## src/rtl/atm_session_driver.sv

```systemverilog
// Customer-side session driver for the ATM core. It takes one host request at a time,
// sequences card, PIN and menu operation into the core, and returns one response word.
module atm_session_driver #(
  parameter int         TIMEOUT_CYC   = 16,
  parameter logic [2:0] ST_WAITING    = 3'd0,
  parameter logic [2:0] ST_AUTH       = 3'd1,
  parameter logic [2:0] ST_MENU       = 3'd2,
  parameter logic [2:0] OP_NOP        = 3'd0,
  parameter logic [2:0] OP_BALANCE    = 3'd1,
  parameter logic [2:0] OP_WITHDRAW   = 3'd2,
  parameter logic [2:0] OP_DEPOSIT    = 3'd3,
  parameter logic [2:0] OP_CHANGE_PIN = 3'd4
) (
  input  logic        clk,
  input  logic        rst,
  input  logic        req_valid,
  output logic        req_ready,
  input  logic [3:0]  req_acc,
  input  logic [15:0] req_pin,
  input  logic [2:0]  req_op,
  input  logic [31:0] req_amount,
  input  logic [15:0] req_newpin,
  output logic [3:0]  atm_acc_num,
  output logic [15:0] atm_pin,
  output logic [15:0] atm_newPin,
  output logic [31:0] atm_amount,
  output logic [2:0]  atm_operation,
  input  logic [2:0]  atm_state,
  input  logic        atm_success,
  input  logic [31:0] atm_balance,
  output logic        rsp_valid,
  input  logic        rsp_ready,
  output logic [1:0]  rsp_status,
  output logic [31:0] rsp_balance
);

  localparam int            TW         = $clog2(TIMEOUT_CYC + 1);
  localparam logic [TW-1:0] TIMER_LAST = TW'(TIMEOUT_CYC - 1);

  localparam logic [1:0] RSP_OK        = 2'd0;
  localparam logic [1:0] RSP_AUTH_FAIL = 2'd1;
  localparam logic [1:0] RSP_OP_FAIL   = 2'd2;
  localparam logic [1:0] RSP_TIMEOUT   = 2'd3;

  typedef enum logic [2:0] {
    S_IDLE,
    S_CARD,
    S_AUTH,
    S_OP,
    S_EXEC,
    S_RSP
  } state_t;

  state_t        r_state;
  logic [TW-1:0] r_timer;
  logic [31:0]   r_amount;
  logic [15:0]   r_newPin;
  logic [2:0]    r_op;

  logic w_accept;
  logic w_opValid;
  logic w_timeout;

  assign w_accept  = req_valid && req_ready;
  assign w_opValid = (req_op == OP_BALANCE)  || (req_op == OP_WITHDRAW) ||
                     (req_op == OP_DEPOSIT)  || (req_op == OP_CHANGE_PIN);
  // The wait timer expires on the cycle it has spent TIMEOUT_CYC cycles in one phase.
  assign w_timeout = (r_timer == TIMER_LAST);

  always_ff @(posedge clk) begin
    if (rst) begin
      r_state       <= S_IDLE;
      r_timer       <= '0;
      r_amount      <= '0;
      r_newPin      <= '0;
      r_op          <= OP_NOP;
      req_ready     <= 1'b1;
      atm_acc_num   <= '0;
      atm_pin       <= '0;
      atm_newPin    <= '0;
      atm_amount    <= '0;
      atm_operation <= OP_NOP;
      rsp_valid     <= 1'b0;
      rsp_status    <= RSP_OK;
      rsp_balance   <= '0;
    end else begin
      case (r_state)
        S_IDLE: begin
          if (w_accept) begin
            req_ready <= 1'b0;
            r_timer   <= '0;
            r_amount  <= req_amount;
            r_newPin  <= req_newpin;
            r_op      <= req_op;
            if (w_opValid) begin
              atm_acc_num <= req_acc;
              atm_pin     <= req_pin;
              r_state     <= S_CARD;
            end else begin
              // Unknown operations never reach the core.
              rsp_valid   <= 1'b1;
              rsp_status  <= RSP_OP_FAIL;
              rsp_balance <= '0;
              r_state     <= S_RSP;
            end
          end
        end

        S_CARD: begin
          if (atm_state == ST_AUTH) begin
            r_timer <= '0;
            r_state <= S_AUTH;
          end else if (w_timeout) begin
            r_timer     <= '0;
            rsp_valid   <= 1'b1;
            rsp_status  <= RSP_TIMEOUT;
            rsp_balance <= '0;
            r_state     <= S_RSP;
          end else begin
            r_timer <= r_timer + 1'b1;
          end
        end

        S_AUTH: begin
          if (atm_state == ST_MENU) begin
            r_timer    <= '0;
            atm_amount <= r_amount;
            atm_newPin <= r_newPin;
            r_state    <= S_OP;
          end else if (atm_state == ST_WAITING) begin
            r_timer     <= '0;
            rsp_valid   <= 1'b1;
            rsp_status  <= RSP_AUTH_FAIL;
            rsp_balance <= '0;
            r_state     <= S_RSP;
          end else if (w_timeout) begin
            r_timer     <= '0;
            rsp_valid   <= 1'b1;
            rsp_status  <= RSP_TIMEOUT;
            rsp_balance <= '0;
            r_state     <= S_RSP;
          end else begin
            r_timer <= r_timer + 1'b1;
          end
        end

        S_OP: begin
          // Operands are already stable; the operation code is presented for one cycle only.
          atm_operation <= r_op;
          r_timer       <= '0;
          r_state       <= S_EXEC;
        end

        S_EXEC: begin
          atm_operation <= OP_NOP;
          if (atm_state == ST_WAITING) begin
            r_timer     <= '0;
            rsp_valid   <= 1'b1;
            rsp_status  <= atm_success ? RSP_OK : RSP_OP_FAIL;
            rsp_balance <= atm_balance;
            r_state     <= S_RSP;
          end else if (w_timeout) begin
            r_timer     <= '0;
            rsp_valid   <= 1'b1;
            rsp_status  <= RSP_TIMEOUT;
            rsp_balance <= '0;
            r_state     <= S_RSP;
          end else begin
            r_timer <= r_timer + 1'b1;
          end
        end

        S_RSP: begin
          if (rsp_valid && rsp_ready) begin
            rsp_valid   <= 1'b0;
            atm_acc_num <= '0;
            atm_pin     <= '0;
            atm_newPin  <= '0;
            atm_amount  <= '0;
            req_ready   <= 1'b1;
            r_timer     <= '0;
            r_state     <= S_IDLE;
          end
        end

        default: begin
          r_state <= S_IDLE;
        end
      endcase
    end
  end

endmodule
```

## config.mk

```make
export PLATFORM = sky130hd
export DESIGN_NAME = atm_session_driver
export DESIGN_NICKNAME = d
export VERILOG_FILES = /design/src/rtl/atm_session_driver.sv
export SDC_FILE = /design/constraint.sdc
export NUM_CORES = 1
export LEC_CHECK = 0
export CAP_MARGIN = 20
export CORE_MARGIN = 1.5
export CORE_UTILIZATION = 42
export CTS_CLUSTER_SIZE = 8
export DETAILED_ROUTE_END_ITERATION = 16
export GPL_TIMING_DRIVEN = 0
export MAX_ROUTING_LAYER = met4
export PLACE_DENSITY = 0.74
export SETUP_SLACK_MARGIN = 0.4
export SLEW_MARGIN = 0
export SYNTH_ARGS = -nofsm -noshare
export SYNTH_HDL_FRONTEND = slang
export SYNTH_SLANG_ARGS = --single-unit
```

## constraint.sdc

```tcl
create_clock -name clk -period 1.75 [get_ports clk]
set_input_delay 0.35 -clock clk [delete_from_list [all_inputs] [get_ports clk]]
set_output_delay 0.35 -clock clk [all_outputs]
set_load 0.02 [all_outputs]
```

==> metrics.md <==
| Metric | Value |
|---|---|
| Slew headroom | `48.6%` |
| Peak supply drop | `between 700 and 800 uV` |
| Filler instances | `1194` |
| Clock Latency Late Sink | `430 ps` |
| Largest cells by area after synthesis | `dfxtp_1, nand2_1, a22oi_1` |
| Via/cell ratio | `5.27` |
| Setup Slack @ Placement | `-605 ps` |
| Initial DRC Count | `about 220` |
| Worst hold slack | `360 ps` |
| WL/cell | `17.8 microns` |
| Top cell type by total area after synthesis | `dfxtp_1` |
| Final setup vio count | `44` |
| Post-synth ARST share | `0%` |
| Sw frac | `between 30% and 40%` |
| Most frequent cell after synthesis | `dfxtp_1` |
| Full die area | `0.0168 sq mm` |
| DRC | `0` |
| Routed WL | `~22000 microns` |
| Seq/Total Area, Yosys | `about half` |
| Worst path slowest cell | `or3_4` |
| Post-route setup slack | `-73.3 ps` |
| Layout cells sized above 1 | `48.5%` |
| Longest Clk Path Bufs | `2` |
| Post-synth EDFFs | `0` |
| Cell Pwr Density | `~1100 mW/mm^2` |
| Routed via count | `6576` |
| Largest fanout on the critical path | `5` |
| DRT antenna net count | `0` |
| TritonRoute pass-1 iters | `6` |
| Most instantiated cells after synthesis | `dfxtp_1, nand2_1, nor2_1` |
| Yosys reg bits | `166` |
| Crit path time final | `1820 ps` |
| Peak Freq | `~0.55 GHz` |
| Dpl hpwl | `13400 microns` |
| CTS tree | `done` |
| Switch Pwr | `4.00 mW` |
| Failing checks | `negative setup slack` |
| Syn nets | `about 830` |
| Final worst-path cycle share | `104%` |
| Syn Inst Count | `722` |
| Worst slew pin tran | `771 ps` |
| Crit Path Class | `input port to flip-flop` |
| Final hold viol count | `0` |
| Total grt overflow | `0` |
| CP arrival | `2120 ps` |
| Main synth FF type | `dfxtp_1` |
| First-pass GRT wire length | `around 32000 microns` |
| Buffers on Ports | `216` |
| Clk pwr share | `29.7%` |
| Initial Util | `a little over two fifths` |
| Total GRT Usage | `roughly 25%` |
| Die Y | `130 microns` |
| Routed wl met2 | `10900 microns` |
| Final net count | `1132` |
| Crit. End Element | `flip-flop` |
| Worst Path Buf+Inv | `3` |
| Status | `finished with violations` |
| Cell variety after synth | `57` |
| Int Power | `8.78 mW` |
| Ports | `218` |
| MaxCap Viol Count | `0` |
| Top delay family on crit path | `compound AO/OA/AOI/OAI gates` |
| Die Width | `130 microns` |
| CTS Sinks | `166` |
| Synth top area share | `49.2%` |
| Synthesis Warnings | `0` |
| Met3 WL | `1560 microns` |
| Vias in the first global route | `6144` |
| Register Area | `0.00334 sq mm` |
| Initial antenna violation count | `1` |
| H-tree lvl count | `4` |
| Largest net degree at the start of global routing | `17` |
| Final Max Tran Viols | `0` |
| Site row count | `46` |
| Comb power frac | `36.5%` |
| # hold bufs at CTS | `0` |
| Metal1 wirelength | `9130 microns` |
| CP max stage delay | `440 ps` |
| Mean Syn Cell Area | `9.35 sq um` |
| Core region area | `0.0158 sq mm` |
| Worst path required time | `2050 ps` |
| Top Layer Used | `met4` |
| CTS clk-pin slew, worst paths | `60 ps` |
| Post-Syn Area | `0.00675 sq mm` |
| Leak Pwr | `4.72 nW` |
| Routability cong. | `0.881` |
| RSZ-0062 raised after global routing | `yes` |
| Final Skew | `12.8 ps` |
| CP startpoint kind | `input port` |
| Seq pwr share | `33.8%` |
| CTS buffer count | `17` |
| Crit-path cells | `clkdlybuf4s15_1, or3_4, a32oi_4, o2111ai_4, buf_12, buf_8, a22oi_2, nor2_2` |
| Root Buffer | `clkbuf_16` |
| Multi-input gate area | `0.00398 sq mm` |
| Layout area overhead | `69.2%` |
| Hold Crit Class | `input port to flip-flop` |
[area by class of cell]
class | count | area share, %
flip-flops and latches | 166 | 29.3
multi-input cells | 492 | 34.9
inverters | 1 | 0.0548
plain buffers | 63 | 5.82
clock buffers | 20 | 3.83
well taps | 216 | 2.37
diodes | 1 | 0.0219
repair buffers | 279 | 22.4
clock inverters | 11 | 1.33
[registers in the layout (all words and copies together) (netlist names), 4 cells and up]
name	count
atm_amount	32
rsp_balance	32
r_amount	32
r_newPin	16
atm_pin	16
atm_newPin	16
atm_acc_num	4
r_timer	5
[cell families (layout without fill, tap and decap cells)]
kind of cell,Yosys count,in the layout,synth area share (%)
AO/OA/AOI/OAI,186,186,21.8
XOR/XNOR,1,1,0.130
adder cells (fa/ha/maj),1,1,0.185
buffers and inverters,64,374,5.82
flip-flops,166,166,49.2
multiplexers,21,21,3.12
other,0,1,0
AND/OR/NAND/NOR,283,283,19.7
[worst reg2reg max path: cells and delay by family (launching register included)]
kind	cells	cell delay, ps
buf+inv	5	770
flops	1	340
compound gates	4	530
simple gates	1	50
[timing repair]
action,CTS,global route
gates cloned,17,0
endpoints found under the setup margin,273,185
pin swaps,27,58
gates resized for setup,577,159
buffers inserted,37,9
[path summary, 6_finish.rpt]
check	from	to	slack (ps)	cells after the start
worst max register to register	r_state[0]$_SDFFE_PP0P_	rsp_balance[20]$_SDFFE_PP0P_	-70	10
worst min-delay path	req_op[1]	r_op[1]$_SDFFE_PP0P_	360	3
worst min register to register	r_newPin[14]$_SDFFE_PP0P_	r_newPin[14]$_SDFFE_PP0P_	480	2
worst max-delay path	req_op[1]	rsp_balance[20]$_SDFFE_PP0P_	-70	8
[power by group through the flow]
stage               logic [mW]  clock network [mW]  registers, mW
global placement          2.71                   0           4.36
detailed placement        2.73                   0           4.38
floorplan                 1.74                   0           4.46
CTS                       4.00                3.83           4.31
global route              4.92                3.98           4.36
finish                    4.66                3.79           4.33
[through the flow]
| step | setup TNS, ps | cells | utilization, % | instance area (sq um) | power [mW] |
|---|---|---|---|---|---|
| floorplan | 0 | 722 | - | 7090 | 6.20 |
| global placement | -63380 | 1154 | 60.4 | 9530 | 7.08 |
| detailed placement | -64750 | 1154 | 60.4 | 9530 | 7.11 |
| CTS | -1360 | 1239 | 68.2 | 10800 | 12.1 |
| global route | -6380 | 1249 | 72.4 | 11400 | 13.3 |
| finish | -2060 | 1249 | 72.4 | 11400 | 12.8 |
[routing by layer]
metal / GRT usage [%] / vias to the layer above
met5: - / -
met4: 10.3 / 0
met3: 6.40 / 54
met2: 39.7 / 261
met1: 30.9 / 3146
li1: - / 3115
[cells in the final DEF, fill, tap and decap left out, types with 4 or more instances in the layout]
master             n
dfxtp_1          158
clkdlybuf4s50_1  103
buf_2             86
a22oi_2           81
nor2_1            80
nand2_1           57
a21oi_2           51
nand2_4           46
buf_4             45
buf_6             35
nor2_2            30
clkbuf_1          22
and2_1            20
mux2i_1           20
clkbuf_16         19
buf_12            18
a21oi_1           14
buf_16            11
o21ai_0            8
nand2_2            7
buf_8              6
nand3_1            5
clkbuf_4           5
nand3b_1           4
nor3_2             4
clkbuf_8           4
dfxtp_2            4
clkinvlp_4         4
dfxtp_4            4
(Power assumes the default switching activity.)
